### src/rtl/poly_rq_to_s3_pkg.sv
// Shared constants, ternary encoding and FSM states for the Rq -> S3 reducer.
// Combinational helpers only; no latency, no flow control.
package poly_rq_to_s3_pkg;
   localparam int NTRU_N     = 701;
   localparam int Q_BITS     = 13;
   localparam int Q_HALF_BIT = Q_BITS - 1;
   localparam int OUT_BEATS  = (NTRU_N + 1) / 2;
   localparam int IN_CNT_W   = $clog2(NTRU_N);
   localparam int OUT_CNT_W  = $clog2(OUT_BEATS);

   typedef logic [1:0] ter_t;
   localparam ter_t TER_ZERO = 2'b00;
   localparam ter_t TER_ONE  = 2'b01;
   localparam ter_t TER_TWO  = 2'b10;

   typedef enum logic [1:0] {
      ST_INIT,
      ST_LOAD,
      ST_DRAIN
   } state_t;

   // (a - b) mod 3 on the 0/1/2 encoding; inputs never hold 2'b11.
   function automatic ter_t sub3(input ter_t a, input ter_t b);
      logic [2:0] s;
      s = {1'b0, a} + 3'd3 - {1'b0, b};
      if (s >= 3'd3) s = s - 3'd3;
      return s[1:0];
   endfunction
endpackage

### src/rtl/poly_rq_to_s3_if.sv
// Serial Rq coefficient input and two-coefficient ternary output, both valid/ready.
// Signal bundle only; no latency, no flow control of its own.
interface poly_rq_to_s3_if;
   import poly_rq_to_s3_pkg::*;

   logic              in_valid;
   logic [Q_BITS-1:0] in_coef;
   logic              in_ready;
   logic              out_valid;
   logic [4:1]        out_m;
   logic              out_ready;
   logic              out_last;

   modport slave (
      input  in_valid, in_coef, out_ready,
      output in_ready, out_valid, out_m, out_last
   );

   modport master (
      output in_valid, in_coef, out_ready,
      input  in_ready, out_valid, out_m, out_last
   );
endinterface

### src/rtl/poly_rq_to_s3_coef_to_ter.sv
// Centred 13-bit Rq coefficient to S3 ternary digit; purely combinational.
// No latency, no flow control.
module rq_coef_to_ter
   import poly_rq_to_s3_pkg::*;
(
   input  logic [Q_BITS-1:0] coef,
   output ter_t              ter
);
   ter_t t;

   // Upper half is a - q, and -q = -8192 = 1 (mod 3), so add one.
   always_comb begin
      t   = ter_t'(coef % Q_BITS'(3));
      ter = t;
      if (coef[Q_HALF_BIT]) ter = (t == TER_TWO) ? TER_ZERO : ter_t'(t + 2'd1);
   end
endmodule

### src/rtl/poly_rq_to_s3.sv
// Loads 701 Rq coefficients, emits them reduced to S3 mod Phi_n two per beat.
// First beat the cycle after coefficient 700; out_m/out_last held under stall, input closed while draining.
module poly_rq_to_s3
   import poly_rq_to_s3_pkg::*;
(
   input  logic           clk,
   input  logic           rst_n,
   poly_rq_to_s3_if.slave bus
);
   state_t                state_q, state_d;
   logic [2*NTRU_N-1:0]   shift_q;
   logic [IN_CNT_W-1:0]   in_cnt_q;
   logic [OUT_CNT_W-1:0]  out_cnt_q;
   ter_t                  top_c_q;
   ter_t                  coef_ter;
   logic                  in_fire, out_fire, in_end, out_end;
   logic                  in_ready_d, out_valid_d, out_last_d;
   logic [4:1]            out_m_d;

   rq_coef_to_ter u_conv (
      .coef (bus.in_coef),
      .ter  (coef_ter)
   );

   assign in_fire  = (state_q == ST_LOAD)  & bus.in_valid;
   assign out_fire = (state_q == ST_DRAIN) & bus.out_ready;
   assign in_end   = (in_cnt_q == IN_CNT_W'(NTRU_N - 1));
   assign out_end  = (out_cnt_q == OUT_CNT_W'(OUT_BEATS - 1));

   always_ff @(posedge clk or negedge rst_n) begin
      if (!rst_n) state_q <= ST_INIT;
      else        state_q <= state_d;
   end

   always_comb begin
      state_d     = state_q;
      in_ready_d  = 1'b0;
      out_valid_d = 1'b0;
      out_last_d  = 1'b0;
      out_m_d     = 4'b0000;
      case (state_q)
         ST_INIT: state_d = ST_LOAD;
         ST_LOAD: begin
            in_ready_d = 1'b1;
            if (in_fire && in_end) state_d = ST_DRAIN;
         end
         ST_DRAIN: begin
            out_valid_d  = 1'b1;
            out_m_d[2:1] = sub3(shift_q[1:0], top_c_q);
            // Odd count: the last beat carries coefficient 700 alone, upper half padded.
            if (out_end) out_last_d   = 1'b1;
            else         out_m_d[4:3] = sub3(shift_q[3:2], top_c_q);
            if (out_fire && out_end) state_d = ST_LOAD;
         end
         default: state_d = ST_INIT;
      endcase
   end

   assign bus.in_ready  = in_ready_d;
   assign bus.out_valid = out_valid_d;
   assign bus.out_m     = out_m_d;
   assign bus.out_last  = out_last_d;

   // Coefficients enter at the top so coefficient 0 reaches the head after a full frame.
   always_ff @(posedge clk or negedge rst_n) begin
      if (!rst_n) begin
         shift_q   <= '0;
         in_cnt_q  <= '0;
         out_cnt_q <= '0;
         top_c_q   <= TER_ZERO;
      end else begin
         if (in_fire) begin
            shift_q <= {coef_ter, shift_q[2*NTRU_N-1:2]};
            if (in_end) begin
               top_c_q  <= coef_ter;
               in_cnt_q <= '0;
            end else begin
               in_cnt_q <= in_cnt_q + 1'b1;
            end
         end
         if (out_fire) begin
            shift_q <= {4'b0000, shift_q[2*NTRU_N-1:4]};
            if (out_end) out_cnt_q <= '0;
            else         out_cnt_q <= out_cnt_q + 1'b1;
         end
      end
   end
endmodule

### src/flat_wrapper.sv
// flat-port wrapper written by rule: the top's interface ports become plain ports
module poly_rq_to_s3_flat import poly_rq_to_s3_pkg::*;
  (clk, rst_n, bus_in_valid, bus_in_coef, bus_out_ready, bus_in_ready, bus_out_valid, bus_out_m, bus_out_last);
  poly_rq_to_s3_if bus_i ();
  input  logic clk;
  input  logic rst_n;
  input wire logic [$bits(bus_i.in_valid)-1:0] bus_in_valid;
  input wire logic [$bits(bus_i.in_coef)-1:0] bus_in_coef;
  input wire logic [$bits(bus_i.out_ready)-1:0] bus_out_ready;
  output wire logic [$bits(bus_i.in_ready)-1:0] bus_in_ready;
  output wire logic [$bits(bus_i.out_valid)-1:0] bus_out_valid;
  output wire logic [$bits(bus_i.out_m)-1:0] bus_out_m;
  output wire logic [$bits(bus_i.out_last)-1:0] bus_out_last;
  assign bus_i.in_valid = bus_in_valid;
  assign bus_i.in_coef = bus_in_coef;
  assign bus_i.out_ready = bus_out_ready;
  assign bus_in_ready = bus_i.in_ready;
  assign bus_out_valid = bus_i.out_valid;
  assign bus_out_m = bus_i.out_m;
  assign bus_out_last = bus_i.out_last;
  poly_rq_to_s3 u_core (.clk(clk), .rst_n(rst_n), .bus(bus_i));
endmodule
### config.mk
export PLATFORM = sky130hd
export DESIGN_NAME = poly_rq_to_s3_flat
export DESIGN_NICKNAME = d
export VERILOG_FILES = /design/src/rtl/poly_rq_to_s3_pkg.sv /design/src/rtl/poly_rq_to_s3_if.sv /design/src/rtl/poly_rq_to_s3_coef_to_ter.sv /design/src/rtl/poly_rq_to_s3.sv /design/src/flat_wrapper.sv
export SDC_FILE = /design/constraint.sdc
export NUM_CORES = 2
export LEC_CHECK = 0
export ABC_AREA = 1
export ABC_CLOCK_PERIOD_IN_PS = 2430
export BUFFER_PORTS_ARGS = -buffer_cell sky130_fd_sc_hd__buf_2
export CAP_MARGIN = 40
export CORE_ASPECT_RATIO = 1.2
export CORE_MARGIN = 5
export CORE_UTILIZATION = 64
export CTS_CLUSTER_DIAMETER = 120
export DETAILED_ROUTE_END_ITERATION = 10
export PLACE_DENSITY = 0.9
export SETUP_SLACK_MARGIN = 0.02
export SLEW_MARGIN = 10
export SYNTH_ARGS = -nofsm -noshare
export SYNTH_HDL_FRONTEND = slang
export SYNTH_SLANG_ARGS = --single-unit
### constraint.sdc
create_clock -name clk -period 2.43 [get_ports clk]
set_input_delay 0.486 -clock clk [delete_from_list [all_inputs] [get_ports clk]]
set_output_delay 0.486 -clock clk [all_outputs]
set_load 0.005 [all_outputs]
# Word-level counts from Yosys, hierarchy flattened
# Index checks and enable logic that the tools add are counted.
# Widths: inputs -> output; s select.
[op_classes]
order_cmp = 2
div_mod_pow = 1
add_sub_neg = 9
shift = 0
n_bitwise = 2
n_mux = 17
reduce_logical = 6
n_eq_ne = 7
multipliers = 0
[op_table]
columns = ["op", "count"]
rows = [
  ["$mux 1402", 2],
  ["$mux 2", 7],
  ["$mod 13x2->13 const B", 1],
  ["$add 10x1->10 const B", 1],
  ["$eq 10x10->1 const B", 1],
  ["$mux 10", 1],
  ["$add 9x1->9 const B", 1],
  ["$eq 9x9->1 const B", 1],
  ["$mux 9", 1],
  ["$add 2x2->3 const B", 2],
  ["$ge 3x2->1 const B", 2],
  ["$pmux 2 s3", 1],
  ["$sub 3x2->3", 2],
  ["$eq 2x2->1 const B", 2],
  ["$mux 1", 4],
  ["$mux 4", 1],
  ["$ne 2x2->1 const B", 2],
  ["$reduce_and 2->1", 2],
  ["$sub 2x2->2 const B", 2],
  ["$add 2x1->2 const B", 1],
  ["$and 1x1->1", 2],
  ["$eq 2x1->1 const B", 1],
  ["$logic_and 1x1->1", 2],
  ["$logic_not 2->1", 1],
  ["$reduce_bool 2->1", 1],
]
[word_totals]
romBits = 0
latchBits = 0
memories = 0
register_bits = 1425
elab_cells = 49
ramBits = 0
input_bits = 17
out_inout_bits = 7

# Longest topological paths before layout
[logic_depth]
depth_word = 6
mapped_depth = 36
ltp_nobuf = 36

# Modules after synthesis
# A second synthesis with hierarchy kept.
[hier_totals]
hier_cells = 7935
hier_area_um2 = 66409.9
[by_module_without_submodules]
columns = ["mod", "cells_each", "seq_area_each_um2", "area_per_inst_um2", "n_inst"]
rows = [
  ["poly_rq_to_s3", 7824, 35659.2, 65830.6, 1],
  ["rq_coef_to_ter", 111, 0.0, 579.3, 1],
]

# Worst setup path before layout
# Ideal clock, no wire load.
[synth_timing]
kind = "input to register"
startpoint = "input bus_in_coef[10]"
endpoint = "register u_core.shift_q[1401]"
path_buffers = 0
setup_slack_ns = -0.888
required_time_ns = 2.313
arrival_ns = 3.201
setup_ns = 0.117
stages = 34
cell_sequence = "inv_1 -> nand3_1 -> nand2_1 -> nand2_2 -> nand2_1 -> nand2_2 -> nand2_2 -> nand2_4 -> nand2_2 -> nand2_2 -> nand2_1 -> nand2_2 -> a21oi_2 -> nor2_2 -> o21bai_2 -> nand3_2 -> nand3_1 -> nand3_1 -> nand2_1 -> nand2_1 -> nand3_2 -> nand3_1 -> and2_1 -> ha_1 -> inv_1 -> nand3_2 -> nor2_4 -> nand2_4 -> nand2_1 -> nand2_1 -> nand3_1 -> nand2_1 -> nand2_1 -> nand2_1"
[synth_via]
elab_chain_cells = 6
word_cells_on_any_way = 7
classes_between = "1 x add/sub; 1 x div; 1 x eq/ne; 4 x mux"
[synth_lines]
columns = ["item", "line", "source"]
rows = [
  ["from (decl)", "flat_wrapper.sv:8", "input wire logic [$bits(bus_i.in_coef)-1:0] bus_in_coef;"],
  ["$mod 13x2->13 (*)", "poly_rq_to_s3_coef_to_ter.sv:13", "t = ter_t'(coef % Q_BITS'(3));"],
  ["$add 2x1->2 or $eq 2x2->1 (tied branches)", "poly_rq_to_s3_coef_to_ter.sv:15", "if (coef[Q_HALF_BIT]) ter = (t == TER_TWO) ? TER_ZERO : ter_t'(t + 2'd1);"],
  ["$mux 2", "poly_rq_to_s3_coef_to_ter.sv:15", ""],
  ["$mux 2 (*)", "poly_rq_to_s3_coef_to_ter.sv:15", ""],
  ["$mux 1402 (*)", "poly_rq_to_s3.sv:72", "if (in_fire) begin"],
  ["$mux 1402 (*)", "poly_rq_to_s3.sv:81", "if (out_fire) begin"],
  ["to (signal assigned)", "poly_rq_to_s3.sv:73", "shift_q <= {coef_ter, shift_q[2*NTRU_N-1:2]};"],
  ["to (signal assigned)", "poly_rq_to_s3.sv:82", "shift_q <= {4'b0000, shift_q[2*NTRU_N-1:4]};"],
  ["to (decl)", "poly_rq_to_s3.sv:11", "logic [2*NTRU_N-1:0] shift_q;"],
]
# Every way passes the cells marked *; elsewhere a longest branch is shown, timed or not. The select of a mux whose other input is x is not followed.
# A chain may end at the register's enable or synchronous reset.

# Final worst setup path
[layout_timing]
startpoint = "input bus_in_coef[12]"
endpoint = "register u_core.top_c_q[0]"
[layout_via]
elab_chain_cells = 4
word_cells_on_any_way = 5
classes_between = "1 x add/sub; 1 x div; 1 x eq/ne; 2 x mux"
[layout_lines]
columns = ["item", "line", "source"]
rows = [
  ["$mod 13x2->13", "poly_rq_to_s3_coef_to_ter.sv:13", ""],
  ["$add 2x1->2 or $eq 2x2->1 (tied branches)", "poly_rq_to_s3_coef_to_ter.sv:15", ""],
  ["$mux 2", "poly_rq_to_s3_coef_to_ter.sv:15", ""],
  ["$mux 2 (*)", "poly_rq_to_s3_coef_to_ter.sv:15", ""],
  ["to (signal assigned)", "poly_rq_to_s3.sv:75", "top_c_q <= coef_ter;"],
  ["to (decl)", "poly_rq_to_s3.sv:14", "ter_t top_c_q;"],
]
# Every way passes the cells marked *; elsewhere a longest branch is shown, timed or not.

==> key figures <==
Status
  • Outcome: finished, violations left
  • Failing checks: negative setup slack

Worst setup path
  • Critical path startpoint category: input port
  • Max Fanout on Critical Path: 4
  • Endpoint type of the worst setup path: register
  • WP data required: 3.06 ns
  • Critical path class: in2reg
  • Highest cell delay on the worst timing path: 0.20 ns
  • WP data arrival: 4.00 ns
  • Critical-path top delay cell: nand4_1

STA
  • Hold WS: 0.157 ns
  • Final worst-path cycle share: 139%
  • PnR worst setup slack: -0.942 ns
  • Setup Viol. Count Final: 9
  • Final hold violation count: 0
  • RSZ-0062 raised after global routing: yes
  • Clk_skew: 0.0298 ns
  • Max_slew headroom: 52.7%
  • Max-slew violation count: 0
  • Final min period: 3.37 ns
  • Fmax achieved: 297 MHz
  • Worst Tran Pin Value: 0.710 ns

Placement
  • Port bufs: 23
  • Final GP Congestion: 0.776
  • Pre-CTS WS: -1.43 ns
  • HPWL Detailed: 78.0 mm

Die
  • Die height: 361 um
  • Die X: 302 um
  • # IOs: 24
  • Core area: 102000 sq um
  • # rows: 128
  • Die Outline Area: 109000 sq um
  • Starting density of the core: 64.6%

Layout
  • N_diodes: 0
  • Fin nets: 7684
  • Area delta synth->final: 11.2%
  • Layout cell share with drive strength beyond 1: 6.96%

Detailed routing
  • Antenna Nets Post-Route: 0
  • Via count: 54.1k
  • Met3 WL post-DR: 5.85 mm
  • Vias per inst: 5.93
  • Length of routed met2 wiring: 71.4 mm
  • Met1 Wirelength: 58.6 mm
  • Uppermost layer routed: met4
  • Total Routed Length: 139 mm
  • Routed len/inst: 15.2 um
  • DR iter-0 viols: 5668
  • DRC viols: 0
  • Drt pass-1 iters: 8

Logic synthesis
  • Cell area after synthesis: 65600 sq um
  • Register area share after synthesis: 54.3%
  • Most common flop cell mapped by yosys: dfrtp_1
  • Top-area cell type share of the netlist area: 54.3%
  • Post-Syn Area per Cell: 8.31 sq um
  • Mapped Cells: 7902
  • Top post-synthesis cells by count: 4200 x o21ai_0, 1438 x inv_1, 1425 x dfrtp_1
  • Async S/R FF share, synth: 100%
  • Post-Syn Nets: 7931
  • Largest area contributor in the netlist: dfrtp_1
  • Distinct cells, synth: 34
  • Count leader, synth: o21ai_0
  • Synthesis warning total: 0
  • Yosys reg bits: 1425
  • Synth top area cells: dfrtp_1 54%, o21ai_0 32%, inv_1 8.2%
  • Post-synth EDFFs: 0

Global routing
  • Vias in the first global route: 52.7k
  • Remaining global-route overflow: 0
  • Global Route Usage Sum: 25.0%
  • Global-route wire length before repair: 240 mm
  • Largest net degree at the start of global routing: 195
  • Initial antenna violation count: 1

Clocking
  • Clock sink total: 1425
  • CTS tree: done
  • Clock latency on the worst-skew pair: 0.75 ns
  • Clock Tree Buf Depth: 3
  • Clock slew at reported path FFs: 0.07 ns
  • H-Tree Depth: 4
  • CTS root buffer: clkbuf_16
  • CTS Buf Count: 139

Power and ir drop
  • Leak: 32.5 nW
  • PwrDens: 1080 nW/um^2
  • Peak supply drop: 826 uV

Run
  • Max-cap violations: 0

Worst hold path
  • HP Class: in2reg
## cell usage in the layout, fill, tap and decap left out, types with 4 or more instances in the layout
master / instances
nand2_4: 13
clkbuf_1: 31
nand3_1: 14
bufinv_16: 14
nand4_1: 8
a21oi_1: 8
nor2_1: 21
dfrtp_1: 1425
o21ai_2: 7
buf_4: 118
ha_4: 4
inv_2: 8
buf_12: 92
nor3_1: 10
nand3_2: 15
nand2_1: 48
clkinv_2: 16
nor3b_1: 4
clkbuf_16: 142
clkbuf_8: 29
ha_1: 4
nand2_2: 23
nor2_4: 4
inv_1: 1431
clkinv_8: 9
buf_2: 19
o21ai_0: 4198
## path summary, 6_finish.rpt
check,startpoint,end,slack [ns],cells after the start
worst max-delay path,bus_in_coef[12],u_core.top_c_q[0],-0.94,32
worst min-delay path,bus_out_ready,u_core.out_cnt_q[1],0.16,3
worst max register to register,u_core.state_q[1],u_core.in_cnt_q[8],0.05,7
worst min register to register,u_core.shift_q[93],u_core.shift_q[89],0.48,2
max in group asynchronous,rst_n,u_core.shift_q[285],1.19,4
min in group asynchronous,rst_n,u_core.shift_q[539],0.29,2
## report_power, final
group / internal [mW] / total, mW / switching, mW
Sequential: 33.4 / 38.6 / 5.17
Clock: 13.2 / 22.4 / 9.24
Combinational: 6.29 / 17.9 / 11.6
## repair_timing
action                                 4_1_cts  5_1_grt
setup endpoints to repair                    9       13
pin swaps                                   38       35
endpoints found under the hold margin       42        0
gates resized for setup                     40       45
buffers inserted                            10        4
hold buffers                                 1        0
## flip-flops by register name, indices dropped and copies added, names as in the netlist
name,count
u_core.shift_q,1402
u_core.in_cnt_q,10
u_core.out_cnt_q,9
u_core.state_q,2
u_core.top_c_q,2
## worst max-delay path: cells and delay by family
family	cells	cell delay (ns)
adder cells (fa/ha/maj)	1	0.15
AO/OA/AOI/OAI	3	0.42
buffers and inverters	4	0.35
AND/OR/NAND/NOR	24	2.53
## cells by family after synthesis
logic type / synth area share (%)
buf+inv: 11.8
xor+xnor: 0.0667
flops: 54.3
simple gates: 1.31
fa+ha+maj: 0.252
compound gates: 32.3
## per-stage QoR
step           util [%]  TNS, ns  std cells  power [mW]  cell area (sq um)
2_1_floorplan         -    -3.18       7902        49.6              65700
3_3_place_gp       66.6    -4.70       8864        53.6              67800
3_5_place_dp       66.6    -5.63       8864        55.4              67800
4_1_cts            71.5    -4.89       9120        78.8              72800
5_1_grt            71.8    -8.15       9124        84.5              73000
6_report           71.8    -6.45       9124        78.9              73000
## cell type report
type                       instances  area (sq um)
inverter                        1443          5450
fill                            6794         28700
clock inverter                    43           693
clock buffer                     202          4070
tap                             1365          1710
multi-input combinational       4415         22600
timing repair buffer             231          2840
sequential                      1425         35700
## per-layer routing
metal | global-route usage, % | vias up
met5 | 0 | -
met4 | 7.97 | 0
met3 | 3.63 | 325
met2 | 42.4 | 1439
met1 | 33.6 | 26559
li1 | - | 25769
Note: power is estimated with default switching activity, not from simulation.
